<file path="src/rtl/stage_sequencer_pkg.sv">
// Shared stage codes, instruction-type codes and itype classification helpers
// for the execute-datapath sequencer.
package stage_sequencer_pkg;

    // Width of the shared memory-wait counter; covers MEM_TIMEOUT up to 255.
    localparam int CTR_W = 8;

    // Stage codes seen by the ALU/decode blocks; code 6 is deliberately unused.
    typedef enum logic [2:0] {
        STG_FETCH   = 3'd0,
        STG_DECODE  = 3'd1,
        STG_OPERAND = 3'd2,
        STG_EXECUTE = 3'd3,
        STG_MEM     = 3'd4,
        STG_WB      = 3'd5,
        STG_TRAP    = 3'd7
    } stage_e;

    // Decoded instruction-type codes shared with the decoder.
    localparam logic [4:0] ITY_RTYPE  = 5'd0;
    localparam logic [4:0] ITY_ITYPE  = 5'd1;
    localparam logic [4:0] ITY_STYPE  = 5'd2;
    localparam logic [4:0] ITY_BTYPE  = 5'd3;
    localparam logic [4:0] ITY_UTYPE  = 5'd4;
    localparam logic [4:0] ITY_LTYPE  = 5'd5;
    localparam logic [4:0] ITY_JRTYPE = 5'd6;

    // True for any of the seven instruction types the core understands.
    function automatic logic itype_known(input logic [4:0] itype);
        logic known;
        case (itype)
            ITY_RTYPE, ITY_ITYPE, ITY_STYPE, ITY_BTYPE,
            ITY_UTYPE, ITY_LTYPE, ITY_JRTYPE: known = 1'b1;
            default:                          known = 1'b0;
        endcase
        return known;
    endfunction

    // Loads and stores are the only types that visit the MEM stage.
    function automatic logic itype_is_mem(input logic [4:0] itype);
        logic is_mem;
        case (itype)
            ITY_LTYPE, ITY_STYPE: is_mem = 1'b1;
            default:              is_mem = 1'b0;
        endcase
        return is_mem;
    endfunction

    // Stores and branches produce no register-file result.
    function automatic logic itype_writes_rf(input logic [4:0] itype);
        logic writes;
        case (itype)
            ITY_RTYPE, ITY_ITYPE, ITY_UTYPE,
            ITY_LTYPE, ITY_JRTYPE: writes = 1'b1;
            default:               writes = 1'b0;
        endcase
        return writes;
    endfunction

endpackage

</file>
<file path="src/rtl/stage_sequencer_mem_timeout_ctr.sv">
// Wait-cycle counter shared by the FETCH and MEM stages (never active together).
// expire_o flags the last permitted wait cycle before a timeout fault.
module stage_sequencer_mem_timeout_ctr
    import stage_sequencer_pkg::*;
#(
    parameter int MEM_TIMEOUT = 16
) (
    input  logic clk,
    input  logic reset,
    input  logic clr_i,
    input  logic en_i,
    output logic expire_o
);

    logic [CTR_W-1:0] count_r;

    // Count wait cycles; clear has priority so every stage entry starts at zero.
    always_ff @(posedge clk or negedge reset) begin
        if (!reset) begin
            count_r <= {CTR_W{1'b0}};
        end else if (clr_i) begin
            count_r <= {CTR_W{1'b0}};
        end else if (en_i) begin
            count_r <= count_r + {{(CTR_W-1){1'b0}}, 1'b1};
        end else begin
            count_r <= count_r;
        end
    end

    assign expire_o = (count_r == CTR_W'(MEM_TIMEOUT - 1));

endmodule

</file>
<file path="src/rtl/stage_sequencer.sv">
// Multi-cycle control FSM: FETCH -> DECODE -> OPERAND -> EXECUTE -> [MEM] -> WB.
// Every output is a flop loaded from the next-state decode, so the ALU strobes
// are glitch-free and outputs change only on clk edges (or async reset).
module stage_sequencer
    import stage_sequencer_pkg::*;
#(
    parameter int MEM_TIMEOUT = 16,
    parameter int STAGE_W     = 3
) (
    input  logic               clk,
    input  logic               reset,
    input  logic               stall_i,
    input  logic [4:0]         itype_i,
    output logic               imem_req_o,
    input  logic               imem_ack_i,
    output logic               ir_we_o,
    output logic               dmem_req_o,
    output logic               dmem_we_o,
    input  logic               dmem_ack_i,
    output logic [STAGE_W-1:0] stage_o,
    output logic               readin_a_o,
    output logic               readin_b_o,
    output logic               readin_pass_o,
    output logic               rf_we_o,
    output logic               pc_we_o,
    output logic               fault_o
);

    stage_e state_r;
    stage_e next_state_s;

    logic ctr_clr_s;
    logic ctr_en_s;
    logic ctr_expire_s;

    logic imem_req_r, ir_we_r, dmem_req_r, dmem_we_r;
    logic readin_r, rf_we_r, pc_we_r, fault_r;

    logic imem_req_nxt_s, ir_we_nxt_s, dmem_req_nxt_s, dmem_we_nxt_s;
    logic readin_nxt_s, rf_we_nxt_s, pc_we_nxt_s, fault_nxt_s;

    stage_sequencer_mem_timeout_ctr #(
        .MEM_TIMEOUT(MEM_TIMEOUT)
    ) u_timeout_ctr (
        .clk      (clk),
        .reset    (reset),
        .clr_i    (ctr_clr_s),
        .en_i     (ctr_en_s),
        .expire_o (ctr_expire_s)
    );

    // Next-state selection; an ack on the expiry cycle still completes the access.
    always_comb begin
        next_state_s = state_r;
        case (state_r)
            STG_FETCH: begin
                if (imem_ack_i) begin
                    next_state_s = STG_DECODE;
                end else if (ctr_expire_s) begin
                    next_state_s = STG_TRAP;
                end else begin
                    next_state_s = STG_FETCH;
                end
            end
            STG_DECODE: begin
                if (itype_known(itype_i)) begin
                    next_state_s = STG_OPERAND;
                end else begin
                    next_state_s = STG_TRAP;
                end
            end
            STG_OPERAND: next_state_s = STG_EXECUTE;
            STG_EXECUTE: begin
                if (itype_is_mem(itype_i)) begin
                    next_state_s = STG_MEM;
                end else begin
                    next_state_s = STG_WB;
                end
            end
            STG_MEM: begin
                if (dmem_ack_i) begin
                    next_state_s = STG_WB;
                end else if (ctr_expire_s) begin
                    next_state_s = STG_TRAP;
                end else begin
                    next_state_s = STG_MEM;
                end
            end
            STG_WB:   next_state_s = STG_FETCH;
            STG_TRAP: next_state_s = STG_TRAP;
            default:  next_state_s = STG_TRAP;
        endcase
    end

    // Counter control and next output values, decoded from the upcoming state.
    always_comb begin
        ctr_en_s       = 1'b0;
        ctr_clr_s      = 1'b0;
        imem_req_nxt_s = 1'b0;
        ir_we_nxt_s    = 1'b0;
        dmem_req_nxt_s = 1'b0;
        dmem_we_nxt_s  = 1'b0;
        readin_nxt_s   = 1'b0;
        rf_we_nxt_s    = 1'b0;
        pc_we_nxt_s    = 1'b0;
        fault_nxt_s    = fault_r;
        if (!stall_i) begin
            ctr_clr_s = (next_state_s != state_r);
            ctr_en_s  = (state_r == STG_FETCH) || (state_r == STG_MEM);
        end else begin
            ctr_clr_s = 1'b0;
            ctr_en_s  = 1'b0;
        end
        case (next_state_s)
            STG_FETCH:   imem_req_nxt_s = 1'b1;
            STG_DECODE:  ir_we_nxt_s    = (state_r == STG_FETCH);
            STG_OPERAND: readin_nxt_s   = 1'b1;
            STG_EXECUTE: readin_nxt_s   = 1'b0;
            STG_MEM: begin
                dmem_req_nxt_s = 1'b1;
                dmem_we_nxt_s  = (itype_i == ITY_STYPE);
            end
            STG_WB: begin
                pc_we_nxt_s = 1'b1;
                rf_we_nxt_s = itype_writes_rf(itype_i);
            end
            STG_TRAP: fault_nxt_s = 1'b1;
            default:  fault_nxt_s = 1'b1;
        endcase
    end

    // State and output registers; a stall freezes everything in place.
    always_ff @(posedge clk or negedge reset) begin
        if (!reset) begin
            state_r    <= STG_FETCH;
            imem_req_r <= 1'b1;
            ir_we_r    <= 1'b0;
            dmem_req_r <= 1'b0;
            dmem_we_r  <= 1'b0;
            readin_r   <= 1'b0;
            rf_we_r    <= 1'b0;
            pc_we_r    <= 1'b0;
            fault_r    <= 1'b0;
        end else if (!stall_i) begin
            state_r    <= next_state_s;
            imem_req_r <= imem_req_nxt_s;
            ir_we_r    <= ir_we_nxt_s;
            dmem_req_r <= dmem_req_nxt_s;
            dmem_we_r  <= dmem_we_nxt_s;
            readin_r   <= readin_nxt_s;
            rf_we_r    <= rf_we_nxt_s;
            pc_we_r    <= pc_we_nxt_s;
            fault_r    <= fault_nxt_s;
        end else begin
            state_r    <= state_r;
            imem_req_r <= imem_req_r;
            ir_we_r    <= ir_we_r;
            dmem_req_r <= dmem_req_r;
            dmem_we_r  <= dmem_we_r;
            readin_r   <= readin_r;
            rf_we_r    <= rf_we_r;
            pc_we_r    <= pc_we_r;
            fault_r    <= fault_r;
        end
    end

    assign stage_o       = STAGE_W'(state_r);
    assign imem_req_o    = imem_req_r;
    assign ir_we_o       = ir_we_r;
    assign dmem_req_o    = dmem_req_r;
    assign dmem_we_o     = dmem_we_r;
    assign readin_a_o    = readin_r;
    assign readin_b_o    = readin_r;
    assign readin_pass_o = readin_r;
    assign rf_we_o       = rf_we_r;
    assign pc_we_o       = pc_we_r;
    assign fault_o       = fault_r;

endmodule

</file>
<file path="config.mk">
export PLATFORM = sky130hd
export DESIGN_NAME = stage_sequencer
export DESIGN_NICKNAME = d
export VERILOG_FILES = /design/src/rtl/stage_sequencer_pkg.sv /design/src/rtl/stage_sequencer_mem_timeout_ctr.sv /design/src/rtl/stage_sequencer.sv
export SDC_FILE = /design/constraint.sdc
export NUM_CORES = 1
export LEC_CHECK = 0
export CORE_MARGIN = 2
export CORE_UTILIZATION = 35
export DETAILED_ROUTE_END_ITERATION = 7
export GPL_ROUTABILITY_DRIVEN = 0
export RECOVER_POWER = 50
export SKIP_LAST_GASP = 1
export SYNTH_ARGS = -nofsm -noshare
export SYNTH_HDL_FRONTEND = slang
export SYNTH_SLANG_ARGS = --single-unit
</file>
<file path="constraint.sdc">
create_clock -name clk -period 1.6 [get_ports clk]
set_clock_uncertainty 0.05 [all_clocks]
set_input_delay 0.32 -clock clk [delete_from_list [all_inputs] [get_ports clk]]
set_output_delay 0.32 -clock clk [all_outputs]
set_load 0.02 [all_outputs]
</file>
==> metrics.md, run 1 <==
| Metric | Value |
|---|---|
| Outcome | complete, but fails checks |
| Violated checks | negative setup slack |
| Synth Instances | 116 |
| Tcrit/Tclk final | 119.1% |
| N_diodes | 0 |
| First drt pass iteration count | 4 |
| Pin count of the biggest net entering global routing | 20 |
| Hold Crit Class | in2async |
| # placed instances | 207 |
| Synth Flop Type | dfrtp_1 |
| RSZ-0062 raised after global routing | true |
| YS warnings | 0 |
| Layout Area Growth over Synthesis | 53.61% |
| Synth Net Count | roughly 130 |
| CP Capture Type | register |
| First-pass GRT wire length | 5.161 mm |
| Max-slew violations | 0 |
| # clock sinks | 19 |
| # setup viols final | 18 |
| Initial Util | 36.93% |
| Mapped Avg Cell Area | 9.718 um2 |
| Final hold vios | 0 |
| Pwr Density | 1379 mW/mm2 |
| Total wire length | 3.153 mm |
| Total congestion overflow | 0 |
| Number of H-tree levels | 1 |
| Initial antenna violation count | 0 |
| Top-area cell type share of the netlist area | about two fifths |
| Vias in the first global route | around 1100 |
| Slew @ Worst Pin | 491.6 ps |
| Leak | 0.8523 nW |
| Synth top area cells | dfrtp_1 40%, nand2_1 4.3%, nor2_1 4.0% |
| Biggest cell delay along the critical path | 540 ps |
| Vias per inst | 5.027 |
| Register bit total from synthesis | 19 |
| Worst path bufs/invs | 1 |
| Fin crit period | around 1900 ps |
| Avg WL per Cell | 14.27 um |
| Clk_lat worst skew | between 300 and 400 ps |
| Setup WS post-layout | -305.6 ps |
| Top Family by Delay on Critical Path | simple AND/OR/NAND/NOR gates |
| Slowest cell on the critical path | or4_4 |
| Initial drt markers | 46 |
| Crit-path cells | or4_4 > nor4_4 > o221a_4 > buf_6 > nand3_1 > o31ai_1 |
| EDFF count, synth | 0 |
| Sequential-to-total area share from yosys stat | 42.29% |
| Clk buf depth | 2 |
| Final net count | 189 |
| Max Freq | ~520 MHz |
| FFs w/ async S/R, synth | between 90% and 100% |
| Site Rows | 20 |
| Layout cells sized above 1 | approximately 38% |
| Chip width | 60.76 um |
| Area after DPL | roughly 0.0016 mm2 |
| Fin cells | 221 |
| DRT antenna net count | 0 |
| Drt drc | 0 |
| Dpl hpwl | approximately 2.2 mm |
| Startpoint Class | register |
| # Max-Cap Violations | 0 |
| Worst Path Arrival | ~2100 ps |
| Peak VDD IR | 510.8 uV |
| Top Ports | 23 |
| Final Cell Area | roughly 0.0017 mm2 |
| Root buffer cell | clkbuf_4 |
| Netlist cell types | 43 |
| Critical Path RT | 1770 ps |
| Die footprint | approximately 0.0037 mm2 |
| Critical path class | reg2reg |
| Core Footprint | a little over 0.003 mm2 |
| Global-route usage over all layers | 19.08% |
| Mapped Area | 0.001127 mm2 |
| Via Count | roughly 1100 |
| Rel. slew slack | between 60 and 70% |
| Cell taking the most area after synthesis | dfrtp_1 |
| CTS tree | built |
| I/O Buffers | 22 |
| Height of the die | between 60 and 70 um |
| Clk slew on worst S/H paths | 120 ps |
| CTS buffer count | 3 |
| CP Max Fanout | 3 |
state kept, by name, summed over array words and instances (netlist names):
signal	flops
dmem_we_o	1
ir_we_o	1
imem_req_o	1
stage_o	3
pc_we_o	1
dmem_req_o	1
rf_we_o	1
readin_a_o	1
fault_o	1
u_timeout_ctr.count_r	8
area by class of cell:
type,instances,area [um2]
fill,288,1321
multi-input combinational,84,631.9
timing repair buffer,64,515.5
sequential,19,479.2
tap,44,55.05
clock buffer,3,22.52
inverter,6,22.52
clock inverter,1,5.005
synthesized netlist by cell type, types with 2 or more instances:
library cell and instances:
buf_4 2, inv_1 6, xor2_1 4, nor4_1 2, nand3_1 6, a21o_2 2
o31ai_1 4, buf_6 3, xnor2_1 3, o21ai_0 5, a21oi_1 2, nor2_1 12
or3_1 2, and3_1 2, nand2_1 13, dfrtp_1 18, a32o_1 3, nor3_1 2
cells by family after synthesis:
family | after synthesis | synth area share (%)
AOI/OAI and AO/OA | 27 | 19.42
xor gates and xnor gates | 7 | 5.439
adders and majority gates | 1 | 1.110
buffers and inverters | 13 | 7.768
DFF | 19 | 42.29
muxes | 2 | 1.887
and+or+nand+nor | 47 | 22.09
through the flow:
step / setup WS (ps) / power (mW) / util, % / setup TNS [ps] / hold WS (ps)
floorplan: -174.9 / 1.415 / - / -1616 / -25.59
global placement: -566.4 / 1.969 / 52.46 / -9108 / 406.2
detailed placement: -598.4 / 1.989 / 52.46 / -9844 / 411.2
CTS: -298.0 / 2.343 / 56.56 / -3439 / 283.0
global route: -358.6 / 2.541 / 56.72 / -4863 / 451.3
finish: -305.6 / 2.389 / 56.72 / -3814 / 428.1
worst paths after layout:
kind	startpoint	endpoint	slack [ps]	depth (start not counted)
max in group asynchronous	reset	stage_o[0]	710	2
min in group clk	fault_o	fault_o	430	2
max	u_timeout_ctr.count_r[4]	dmem_we_o	-310	6
min reg2reg	fault_o	fault_o	430	2
max reg2reg	u_timeout_ctr.count_r[4]	dmem_we_o	-310	6
min	reset	readin_a_o	430	2
cell usage in the layout, fill, tap and decap left out, drive strengths merged, types with 2 or more instances in the layout:
master         netlist  routed
a21o                 3       3
a21oi                2       2
a22o                 2       2
a32o                 3       3
and2                 2       2
and3                 2       2
buf                  5      41
clkbuf               1       7
clkdlybuf4s50        0       4
dfrtp               18      18
dlygate4sd2          0      14
inv                  6       6
nand2               13      13
nand3                6       6
nor2                12      12
nor3                 2       2
nor4                 3       3
o21ai                5       5
o311a                2       2
o31ai                4       4
or3                  2       2
xnor2                3       3
xor2                 4       4
worst reg2reg max path: cells and delay by family, from the launching register on:
kind | cells | cell delay, ps
simple gates | 3 | 830
flops | 1 | 430
buf+inv | 1 | 100
compound gates | 2 | 420
power by group:
group / leakage [nW] / internal, mW / switching (mW)
clock: 0.0177 / 0.0934 / 0.168
sequential: 0.246 / 0.577 / 0.0759
combinational: 0.589 / 0.725 / 0.748
total: 0.852 / 1.40 / 0.993
routing by layer:
metal | wire length (um) | GRT usage, %
met1 | 1368 | 22.80
met2 | 1660 | 34.87
met3 | 86 | 2.772
met4 | 38 | 6.211
met5 | 0 | 0
repair_timing:
action                                  CTS  global route
endpoints found under the setup margin   31            21
gates resized for setup                  29             6
pin swaps                                 9             0
hold buffers                              0             0
setup buffers                             9             1
Power figures use the tool's default switching activity.
==> inputs of run 2 (changes only) <==
--- a/config.mk
+++ b/config.mk
@@ -13,4 +13,5 @@
 export SKIP_LAST_GASP = 1
 export SYNTH_ARGS = -nofsm -noshare
 export SYNTH_HDL_FRONTEND = slang
+export SYNTH_HIERARCHICAL = 1
 export SYNTH_SLANG_ARGS = --single-unit
==> run 2 against run 1 <==
Net effect:
- the flow still finishes with violations (negative setup slack)
- sequential cell count unchanged
- sequential power grew 4.9%
- clock power shrank 7%
==> metrics.md, run 2 <==
| Metric | Value |
|---|---|
| Outcome | complete, but fails checks |
| Violated checks | negative setup slack |
| Number of H-tree levels | 1 |
| Vias per inst | ~5.1 |
| Initial antenna violation count | 0 |
| Top Ports | 23 |
| Core Footprint | 0.003103 mm2 |
| Die footprint | 0.003779 mm2 |
| Synth Net Count | between 100 and 150 |
| Internal | 1.370 mW |
| Compound-Gate Fraction of Synth Area | 22.40% |
| Peak VDD IR | around 880 uV |
| Mapped Avg Cell Area | 10.32 um2 |
| Psw | between 1 and 1.5 mW |
| CP Capture Type | register |
| Critical path class | reg2reg |
| Simple-gate share of the synthesized area | 21.32% |
| Tcrit/Tclk final | 120.6% |
| Leak | 0.7649 nW |
| Combinational family with the most area after synthesis | compound AO/OA/AOI/OAI gates |
| Fin crit period | 1930 ps |
| Top-count cell post-synth | dfrtp_1 |
| Drt drc | 0 |
| Reg2reg start | u_timeout_ctr/count_r[0] |
| Critical Path RT | 1740 ps |
| Setup WS post-layout | -330.0 ps |
| N_diodes | 0 |
| Synth Instances | 112 |
| Sequential power share | about 29% |
| Pin count of the biggest net entering global routing | 20 |
| # setup viols final | 19 |
| RSZ-0062 raised after global routing | true |
| Vias in the first global route | 1006 |
| Mapped Area | between 0.001 and 0.0015 mm2 |
| Top-area cell type share of the netlist area | 38.96% |
| Worst Path Arrival | a little over 2000 ps |
| Clk slew on worst S/H paths | 110 ps |
| Total chip power | ~2.4 mW |
| Avg WL per Cell | 14.98 um |
| I/O Buffers | 22 |
| Netlist cell types | 48 |
| # clock sinks | 19 |
| Synth Flop Type | dfrtp_1 |
| Hold Buf Count CTS | 0 |
| R2R Setup Slk | -330 ps |
| Clock Power Share | 10.3% |
| First-pass GRT wire length | 4.698 mm |
| Hold Crit Class | reg2reg |
| WHS Endpoint | imem_req_o |
| Sequential-to-total area share from yosys stat | 41.23% |
| Combinational power share | between 60% and 70% |
| Crit-path cells | ha_2 > nand4b_1 > nor4_4 > buf_4 > nor2b_4 > o22ai_2 > nor2b_4 > a32o_1 |
| Initial Util | 37.26% |
| Final net count | around 180 |
| Largest Register | u_timeout_ctr/count_r |
| Startpoint Class | register |
| Total congestion overflow | 0 |
| Max Freq | 518.1 MHz |
| Height of the die | ~60 um |
| Layout Area Growth over Synthesis | 52.16% |
| Site Rows | 20 |
| Synth Area in Adders | 1.082% |
| Mux cell area share after synthesis | 2.706% |
| First drt pass iteration count | 4 |
| Register bit total from synthesis | 19 |
| Final Cell Area | 0.001759 mm2 |
| Sw frac | approximately 42% |
| CTS tree | built |
| Root buffer cell | clkbuf_4 |
| FFs w/ async S/R, synth | 100.0% |
| Biggest cell delay along the critical path | ~380 ps |
| Initial drt markers | 30 |
| Dpl hpwl | 1.985 mm |
| # Max-Cap Violations | 0 |
| Xor/xnor cell area share of the yosys netlist | 3.030% |
| Most frequent cells in the layout | 35 x buf_4, 15 x dfrtp_1, 12 x dlygate4sd2_1 |
| Synth top area cells | dfrtp_1 39%, clkbuf_8 3.6%, o21ai_0 3.5% |
| Max-slew violations | 0 |
| Worst-case reg-to-reg path depth | 8 |
| Rel. slew slack | 27.92% |
| Post-route setup TNS | -4678 ps |
| CP Max Fanout | 5 |
| Clk buf depth | 2 |
| Final hold vios | 0 |
| Chip width | 61.48 um |
| Layout cells sized above 1 | a little under half |
| Worst hold margin | 428.2 ps |
| Via Count | 1070 |
| EDFF count, synth | 0 |
| Slew @ Worst Pin | about 1100 ps |
| DRT antenna net count | 0 |
| Area after DPL | 0.001602 mm2 |
| Most frequent CP cell | nor2b_4 |
| Pwr Density | ~1300 mW/mm2 |
| Most frequent cells after synthesis | 18 x dfrtp_1, 8 x nand2_1, 8 x o21ai_0, 5 x a21oi_1, 5 x nor2_1 |
| Slowest cell on the critical path | dfrtp_1 |
| Cell taking the most area after synthesis | dfrtp_1 |
| Clk_lat worst skew | 290 ps |
| Most common cell after layout, fill and taps aside | buf_4 |
| Total wire length | 3.146 mm |
| Max reg flops | 8 |
| YS warnings | 6 |
| Global-route usage over all layers | 17.07% |
| R2r endpoint | rf_we_o |
| Post-layout utilization of the core | 56.69% |
| Hold Path Depth | 2 |
| Min-Delay Startpoint | imem_req_o |
| CTS buffer count | 3 |
[run 2: cell count changes after synthesis, moves of 3 or more]
cell      before  now
clkbuf_8       0    3
nand2_1       13    8
a21oi_1        2    5
o21ai_0        5    8
nor2_1        12    5
nand3_1        6    2
inv_1          6    3
[run 2: worst max-delay path, delay by kind of cell, from the launching register on]
kind	cells	cell delay, ps
compound gates	2	310
fa+ha+maj	1	180
buf+inv	1	190
flops	1	380
simple gates	4	730
[run 2: kinds of logic after synthesis]
group / after synthesis
xor+xnor: 4
mux: 3
flops: 19
fa+ha+maj: 1
simple gates: 41
compound gates: 32
buf+inv: 12
[run 2: worst max path at each step]
stage / startpoint / end / slack, ps
finish: u_timeout_ctr/count_r[0] / rf_we_o / -330
global route: u_timeout_ctr/count_r[0] / readin_a_o / -430
CTS: u_timeout_ctr/count_r[0] / rf_we_o / -310
detailed placement: u_timeout_ctr/count_r[0] / u_timeout_ctr/count_r[0] / -640
global placement: itype_i[1] / readin_a_o / -620
floorplan: u_timeout_ctr/count_r[0] / readin_a_o / -190
[run 2: what timing repair did]
| action | CTS | global route |
|---|---|---|
| pin swaps | 8 | 6 |
| resized for setup | 35 | 6 |
| buffers inserted | 4 | 2 |
| setup endpoints to repair | 32 | 20 |
[run 2: power groups by stage]
stage	clock (mW)	sequential (mW)	combinational, mW
5_1_grt	0.282	0.708	1.55
3_5_place_dp	0	0.707	1.26
6_report	0.244	0.685	1.44
2_1_floorplan	0	0.812	0.663
4_1_cts	0.259	0.685	1.40
3_3_place_gp	0	0.699	1.24
[run 2: per-layer routing]
metal  global-route usage, %  part of all wire [%]
met2                   27.66                    49
met4                   7.295                   1.7
met5                       0                     0
met3                  0.8403                   3.7
met1                   23.80                    45
[run 2: cell type report]
| class | instances | area (um2) |
|---|---|---|
| Inverter | 3 | 11.26 |
| Tap cell | 44 | 55.05 |
| Fill cell | 298 | 1344 |
| Sequential cell | 19 | 480.5 |
| Timing Repair Buffer | 59 | 478.0 |
| Clock buffer | 4 | 26.28 |
| Multi-Input combinational cell | 81 | 708.2 |
[run 2: metrics by stage]
step / std cells / setup slack, ps
2_1_floorplan: 112 / -190.6
3_3_place_gp: 200 / -616.6
3_5_place_dp: 200 / -641.5
4_1_cts: 208 / -311.7
5_1_grt: 210 / -425.4
6_report: 210 / -330.0
==> patch, RTL diff (settings of run 2) <==
`CTR_W`: 8 -> 7.
--- a/src/rtl/stage_sequencer_pkg.sv
+++ b/src/rtl/stage_sequencer_pkg.sv
@@ -3,7 +3,7 @@
 package stage_sequencer_pkg;
 
     // Width of the shared memory-wait counter; covers MEM_TIMEOUT up to 255.
-    localparam int CTR_W = 8;
+    localparam int CTR_W = 7;
 
     // Stage codes seen by the ALU/decode blocks; code 6 is deliberately unused.
     typedef enum logic [2:0] {
Formal check against the unedited RTL: no difference found for any inputs over 10 cycles, from zero or initial values and one cycle with reset low; that may be too few to reach the edited logic, so the function may still have changed.
==> patch against run 2 <==
  * Combinational power grew 6%
  * Final cell count shrank 3.3%
  * Sequential power fell by 3%
  * Fmax is 4.2% higher
  * Highest routed layer unchanged
  * The run still ends with setup timing left
  * Cell area down 1.0%
  * Routed wire length down 8.4%
  * Power is 2.2% higher
  * Largest cell class unchanged
  * Critical path type unchanged
  * Synthesized area shrank 5.0%
  * Worst setup slack improved by 0.078 ns
  * Sequential cell count fell by 1
==> patch: results (changes against run 2) <==
critical_path:
  critPathMaxFanout: 6  # was 5
  crit_family: "compound AO/OA/AOI/OAI gates"  # was simple AND/OR/NAND/NOR gates
  rr_worst_depth: 7  # was 8
  setup.worst_path.end: "readin_a_o"  # was rf_we_o
  critPathMaxStageDelay_ns: 0.42  # was 0.38 ns
  arrival_ns: 2.00  # was 2.07 ns
logic_synthesis:
  synthAdderAreaFrac_pct: 1.139  # was 1.082%
  synth_commonest_cells: "dfrtp_1, nand2_1, o21ai_0"  # unchanged
  synth-seq-area-share_pct: 41.12  # was 41.23%
  synth_area_leaders: "dfrtp_1, clkbuf_8, o21ai_0"  # unchanged
  ys_types: 46  # was 48
  synthMuxAreaShare_pct: 2.847  # was 2.706%
  ys_warn_count: 6  # unchanged
  synth_compound_area_share_pct: 22.67  # was 22.40%
  syn-num-nets: 117  # was 123
  synthCells: 106  # was 112
  synth-xor-area-share_pct: 3.189  # was 3.030%
  synthArstFlopShare_pct: 100.0  # unchanged
clock_network:
  clkTransAtPathRegs_ns: 0.11  # about the same
  cts_htree_levels: 1  # unchanged
  cts-root-buf: "clkbuf_4"  # unchanged
  cts.path.max_buffers: 2  # unchanged
flow_run:
  max_cap_viol_count: 0  # unchanged
power_and_ir_drop:
  seqPwrFrac_pct: 27.4  # was 28.9%
  p_leak_uw: 0.0007455  # was 0.0007649 uW
  power.ir.vdd_worst_mv: 0.6394  # was 0.8809 mV
  p_total_uw: 2425  # was 2372 uW
  switching_share_pct: 43.01  # was 42.26%
  clock_power_uw: 244  # about the same
outcome:
  status: "complete, but fails checks"  # unchanged
  violations: "setup timing"  # unchanged
drt:
  viasPerCell: 5.039  # was 5.095
  wirelength_mm: 2.881  # was 3.146 mm
  drt_iter0_drc: 17  # was 30
  wl_per_cell_um: 14.19  # was 14.98 um
place:
  dp_cells: 191  # was 200
  dp_slack_ns: -0.5978  # was -0.6415 ns
  hpwl_mm: 1.901  # was 1.985 mm
global_routing:
  grt_pass1_vias: 1064  # was 1006
  grt_usage_pct: 17.70  # was 17.07%
  grt_start_max_net_pins: 19  # was 20
  antenna_found_initial: 0  # unchanged
  grt_pass1_wl_mm: 4.774  # was 4.698 mm
min_path:
  hold_depth: 2  # unchanged
  min_path_type: "reg2reg"  # unchanged
layout:
  largest_register_ffs: 7  # was 8
  antenna_cells: 0  # unchanged
  fin_nets: 171  # was 178
  drive_gt1_share_pct: 49.06  # was 45.18%
  num-fill-cells: 266  # was 298
  regMostFlops: "u_timeout_ctr/count_r"  # unchanged
sta:
  maxSlewHeadroom_pct: 33.90  # was 27.92%
  setup_viol_count_final: 19  # unchanged
  tns_ns: -3.442  # was -4.678 ns
  fin_ws_ns: -0.2517  # was -0.3300 ns
  hold_ws_ns: 0.4305  # was 0.4282 ns
  final_hold_viol_count: 0  # unchanged
floorplan:
  fp.coreArea_um2: 3028  # was 3103 um2
patch: layout make-up:
| class | count | area (um2) | area share, % |
|---|---|---|---|
| tap | 44 | 55.05 | 3.161 |
| multi-input combinational | 77 | 728.2 | 41.81 |
| timing repair buffer | 57 | 465.4 | 26.72 |
| sequential | 18 | 455.4 | 26.15 |
| inverter | 3 | 11.26 | 0.6466 |
| clock buffer | 4 | 26.28 | 1.509 |
patch: per-stage QoR:
step | area [um2] | util, %
2_1_floorplan | 1136 | -
3_3_place_gp | 1534 | 50.66
3_5_place_dp | 1534 | 50.66
4_1_cts | 1680 | 55.50
5_1_grt | 1742 | 57.52
6_report | 1742 | 57.52
patch: what timing repair did:
action / 4_1_cts / 5_1_grt
hold buffers: 0 / 0
setup buffers: 5 / 3
resized for setup: 35 / 15
endpoints found under the setup margin: 31 / 20
pin swaps: 15 / 6
patch: metal layers:
metal	GRT usage, %	part of all wire [%]
met1	22.51	44
met4	8.571	2.9
met2	29.50	50
met5	0	0
met3	2.165	3.2
